<file path="config.mk">
export PLATFORM = sky130hd
export DESIGN_NAME = display_scan_controller
export DESIGN_NICKNAME = d
export VERILOG_FILES = /design/src/rtl/display_scan_controller.sv
export SDC_FILE = /design/constraint.sdc
export NUM_CORES = 1
export LEC_CHECK = 0
export BUFFER_PORTS_ARGS = -buffer_cell sky130_fd_sc_hd__clkbuf_2
export CAP_MARGIN = 15
export CORE_AREA = 2 2 49 51
export DETAILED_ROUTE_END_ITERATION = 8
export DIE_AREA = 0 0 51 53
export PLACE_DENSITY = 0.79
export SYNTH_ARGS = -nofsm -noshare
export SYNTH_HDL_FRONTEND = slang
export SYNTH_SLANG_ARGS = --single-unit
</file>
<file path="constraint.sdc">
create_clock -name clk -period 2.9 [get_ports clk]
set_input_delay 0.58 -clock clk [delete_from_list [all_inputs] [get_ports clk]]
set_output_delay 0.58 -clock clk [all_outputs]
set_load 0.005 [all_outputs]
</file>
<file path="src/rtl/display_scan_controller.sv">
// display_scan_controller
//   Time-multiplexed scan of four 4-bit digit codes onto a downstream
//   2-to-4 decoder with enable. Each digit is shown for DWELL cycles,
//   optionally followed by GAP blanking cycles, and frame_done pulses
//   once every time the scan wraps from digit 3 back to digit 0.
//
//   Parameters
//     DWELL  cycles each digit is driven per visit (1..255)
//     GAP    blanking cycles between consecutive digits (0..15)
//
//   Ports
//     clk         rising-edge clock
//     rst         asynchronous active-high reset
//     run         scan enable; a low sample stops the scan immediately
//     data[15:0]  four digit codes, digit i = data[4i+3:4i]
//     mask[3:0]   per-digit blank; bit i suppresses enable for digit i
//     sel[1:0]    index of the digit currently on the decoder
//     enable      decoder enable
//     digit[3:0]  code of the currently selected digit
//     frame_done  one-cycle pulse at the 3 -> 0 index wrap
//
//   All outputs are registered; data and mask are only sampled at the
//   edge that starts a digit visit.
module display_scan_controller #(
  parameter int DWELL = 8,
  parameter int GAP   = 1
) (
  input  logic        clk,
  input  logic        rst,
  input  logic        run,
  input  logic [15:0] data,
  input  logic [3:0]  mask,
  output logic [1:0]  sel,
  output logic        enable,
  output logic [3:0]  digit,
  output logic        frame_done
);

  // One counter serves both the dwell and the gap phases. It only ever
  // reaches (phase length - 1), so $clog2 of the longer phase is enough.
  localparam int MAXV = (DWELL > GAP) ? DWELL : GAP;
  localparam int CW   = (MAXV > 1) ? $clog2(MAXV) : 1;
  localparam logic [CW-1:0] DWELL_LAST = CW'(DWELL - 1);
  localparam logic [CW-1:0] GAP_LAST   = CW'((GAP > 0) ? (GAP - 1) : 0);

  typedef enum logic [1:0] {
    IDLE  = 2'd0,
    SHOW  = 2'd1,
    BLANK = 2'd2
  } state_t;

  state_t        state, state_n;
  logic [1:0]    index, index_n;
  logic [CW-1:0] count, count_n;
  logic [1:0]    sel_n;
  logic          enable_n;
  logic [3:0]    digit_n;
  logic          frame_done_n;

  // Helpers for the two shared actions: starting a digit visit, and
  // dropping back to IDLE when run goes low.
  logic          load;
  logic [1:0]    load_idx;
  logic          go_idle;

  always_ff @(posedge clk or posedge rst) begin
    if (rst) begin
      state      <= IDLE;
      index      <= 2'd0;
      count      <= '0;
      sel        <= 2'd0;
      enable     <= 1'b0;
      digit      <= 4'd0;
      frame_done <= 1'b0;
    end else begin
      state      <= state_n;
      index      <= index_n;
      count      <= count_n;
      sel        <= sel_n;
      enable     <= enable_n;
      digit      <= digit_n;
      frame_done <= frame_done_n;
    end
  end

  always_comb begin
    state_n      = state;
    index_n      = index;
    count_n      = count;
    sel_n        = sel;
    enable_n     = enable;
    digit_n      = digit;
    frame_done_n = 1'b0;
    load         = 1'b0;
    load_idx     = index;
    go_idle      = 1'b0;

    case (state)
      IDLE: begin
        sel_n    = 2'd0;
        enable_n = 1'b0;
        index_n  = 2'd0;
        count_n  = '0;
        if (run) begin
          load     = 1'b1;
          load_idx = 2'd0;
        end
      end

      SHOW: begin
        if (!run) begin
          go_idle = 1'b1;
        end else if (count == DWELL_LAST) begin
          if (GAP > 0) begin
            state_n  = BLANK;
            enable_n = 1'b0;
            count_n  = '0;
          end else begin
            // No blanking: step straight to the next digit.
            load         = 1'b1;
            load_idx     = index + 2'd1;
            frame_done_n = (index == 2'd3);
          end
        end else begin
          count_n = count + 1'b1;
        end
      end

      BLANK: begin
        if (!run) begin
          go_idle = 1'b1;
        end else if (count == GAP_LAST) begin
          load         = 1'b1;
          load_idx     = index + 2'd1;
          frame_done_n = (index == 2'd3);
        end else begin
          count_n = count + 1'b1;
        end
      end

      default: begin
        state_n = IDLE;
      end
    endcase

    // Start of a visit: latch the digit code and its mask bit so that
    // later changes on data/mask cannot disturb the visit in progress.
    if (load) begin
      state_n  = SHOW;
      index_n  = load_idx;
      count_n  = '0;
      sel_n    = load_idx;
      digit_n  = data[4*load_idx +: 4];
      enable_n = ~mask[load_idx];
    end

    // A stop abandons the partial frame; digit keeps its last code.
    if (go_idle) begin
      state_n      = IDLE;
      index_n      = 2'd0;
      count_n      = '0;
      sel_n        = 2'd0;
      enable_n     = 1'b0;
      frame_done_n = 1'b0;
    end
  end

endmodule
</file>
==> flow_metrics.env <==
export IMPL_via_per_inst=5.53
export IMPL_status="complete, no violations"
export IMPL_seq_area_frac_synth=0.346
export IMPL_drive_gt1_frac=0.292
export IMPL_p_leak_nw=0.582
export IMPL_area_delta_synth_final_pct=20.5
export IMPL_hold_viol_final=0
export IMPL_combPwrFrac=0.572
export IMPL_critPathRequiredTime_ps=3090
export IMPL_grt_pass1_wl_mm=3.74
export IMPL_io_pin_count=31
export IMPL_cts_clk_slew_worst_paths_ps=80
export IMPL_hold_class="input port to async pin"
export IMPL_synth_area_per_cell_um2=9.49
export IMPL_report_final_slew_viol_count=0
export IMPL_stdcell_count=158
export IMPL_synth_seq_cells=13
export IMPL_dpl_instance_area_um2=1110
export IMPL_rsz0062_at_grt="false"
export IMPL_min_period_ps=2320
export IMPL_yosys_area_top_type="dfrtp_1"
export IMPL_place_congestion=0.896
export IMPL_grt_overflow=0
export IMPL_p_total_w=0.000923
export IMPL_drc=0
export IMPL_max_slew_margin=0.498
export IMPL_cp_max_fo=10
export IMPL_fill_cells=205
export IMPL_first_iter_violations=34
export IMPL_yosysTopAreaCellShare=0.346
export IMPL_cp_arrival_ps=2510
export IMPL_synthesis_nets=130
export IMPL_drt_total_wl_mm=2.38
export IMPL_syn_cell_area_um2=940
export IMPL_cts_sink_count=13
export IMPL_final_cell_mix="clkbuf_2, nand2_1, dfrtp_1"
export IMPL_clockRootBuffer="clkbuf_4"
export IMPL_die_w_um=51
export IMPL_antenna_found_initial=0
export IMPL_htreeDepth=1
export IMPL_yosysUniqueCellTypes=28
export IMPL_initial_core_util=0.437
export IMPL_vdd_ir_drop_max_uv=428
export IMPL_post_cts_buffers=0
export IMPL_cts_tree="built"
export IMPL_p_switching_w=0.000407
export IMPL_synthCells=99
export IMPL_tns_ps=0
export IMPL_clk_latency_ps=280
export IMPL_critPathLaunchType="flip-flop"
export IMPL_cp_end_kind="flip-flop"
export IMPL_fin_area_um2=1130
export IMPL_dp_hpwl_mm=1.78
export IMPL_dieArea_um2=2700
export IMPL_avgRoutedWirePerCell_um=15.0
export IMPL_maxCapViolations=0
export IMPL_clock_power_share=0.127
export IMPL_finalCritPeriodShare=0.798
export IMPL_ant_nets=0
export IMPL_dr_total_vias=874
export IMPL_netlist_top_cells_area="dfrtp_1, ha_1, mux2i_1, nand2_1, mux2_4"
export IMPL_tightest_slew_ps=745
export IMPL_grt_max_degree=14
export IMPL_powerDensity_nw_per_um2=815
export IMPL_core_area_um2=2150
export IMPL_num_rows=17
export IMPL_multiInputGateArea_um2=569
export IMPL_swShare=0.441
export IMPL_io_buffers=30
export IMPL_clockBufferDepth=2
export IMPL_nNetsFinal=162
export IMPL_whs_ps=313
export IMPL_fp_dieH_um=53
export IMPL_seq_area_um2=325
export IMPL_max_freq_mhz=432
export IMPL_crit_type="flip-flop to flip-flop"
export IMPL_first_pass_iters=4
export IMPL_seq_power_share=0.301
export IMPL_cts_made_buffers=3
export IMPL_diodes=0
export IMPL_grt_use_total=0.189
export IMPL_cts_resized=0
export IMPL_p_int_w=0.000516
export IMPL_first_global_vias=837
export IMPL_finalSetupViolCount=0
export IMPL_dp_cells=154
export IMPL_worst_clock_skew_ps=0.486
export IMPL_layout_commonest_cell="clkbuf_2"
export IMPL_hold_buffers=0
export IMPL_yosysWarnings=0
power by group through the flow:
stage / Sequential (W) / Combinational (W) / Clock (W)
floorplan: 0.000278 / 0.000388 / 0
global placement: 0.000276 / 0.000500 / 0
detailed placement: 0.000280 / 0.000518 / 0
CTS: 0.000277 / 0.000522 / 0.000121
global route: 0.000285 / 0.000587 / 0.000129
finish: 0.000278 / 0.000528 / 0.000117
worst max-delay path, cell delays in order (launching register included):
cell	delay (ps)
dfrtp_1	420
inv_1	70
ha_1	140
nor2b_2	260
mux2_4	320
a22o_1	450
mux2_4	390
o221ai_2	170
routing by layer:
layer | track usage | part of all wire
met2 | 0.316 | 0.52
met5 | 0 | 0
met3 | 0.0198 | 0.036
met1 | 0.239 | 0.43
met4 | 0.104 | 0.022
path summary, 6_finish.rpt:
check | startpoint | endpoint | slack (ps) | cells past startpoint
min reg2reg | digit[3] | digit[3] | 500 | 2
max | count[0] | enable | 580 | 7
max in group asynchronous | rst | index[1] | 2240 | 2
max reg2reg | count[0] | enable | 580 | 7
min | rst | digit[1] | 310 | 2
min in group clk | digit[3] | digit[3] | 500 | 2
synth_stat cells:
cell type  count
nand2_1       15
dfrtp_1       13
mux2i_1       10
ha_1           8
inv_1          7
o21ai_0        5
o221ai_1       5
nand2b_1       4
o21ai_1        4
and3_1         3
mux2_4         3
nor2_1         3
a21oi_1        2
clkbuf_1       2
nor2b_1        2
a22o_1         1
a22oi_1        1
a32o_1         1
and3b_1        1
buf_6          1
nand3_1        1
nand4_1        1
nor2b_2        1
o211ai_1       1
o21a_1         1
o221ai_2       1
o31a_1         1
o31ai_1        1
registers in the layout, indices dropped and copies added (netlist names):
signal and count:
index 2, state 2, enable 1, frame_done 1, count 3, digit 4
cell families after synthesis:
logic type      Yosys count  synth area share
flops                    13             0.346
fa+ha+maj                 8             0.107
compound gates           24             0.182
simple gates             31             0.162
buf+inv                  10            0.0479
mux                      13             0.154
cell type report:
type	instances	share of cell area
multi-input cells	76	0.503
flip-flops and latches	13	0.287
repair buffers	30	0.133
well taps	28	0.0309
clock buffers	4	0.0232
inverters	7	0.0232
metrics by stage:
stage	setup slack (ps)	util
after floorplan	891	-
after global placement	727	0.515
after detailed placement	640	0.515
after CTS	607	0.527
after global routing	467	0.527
final	585	0.527
(Power assumes the default switching activity.)
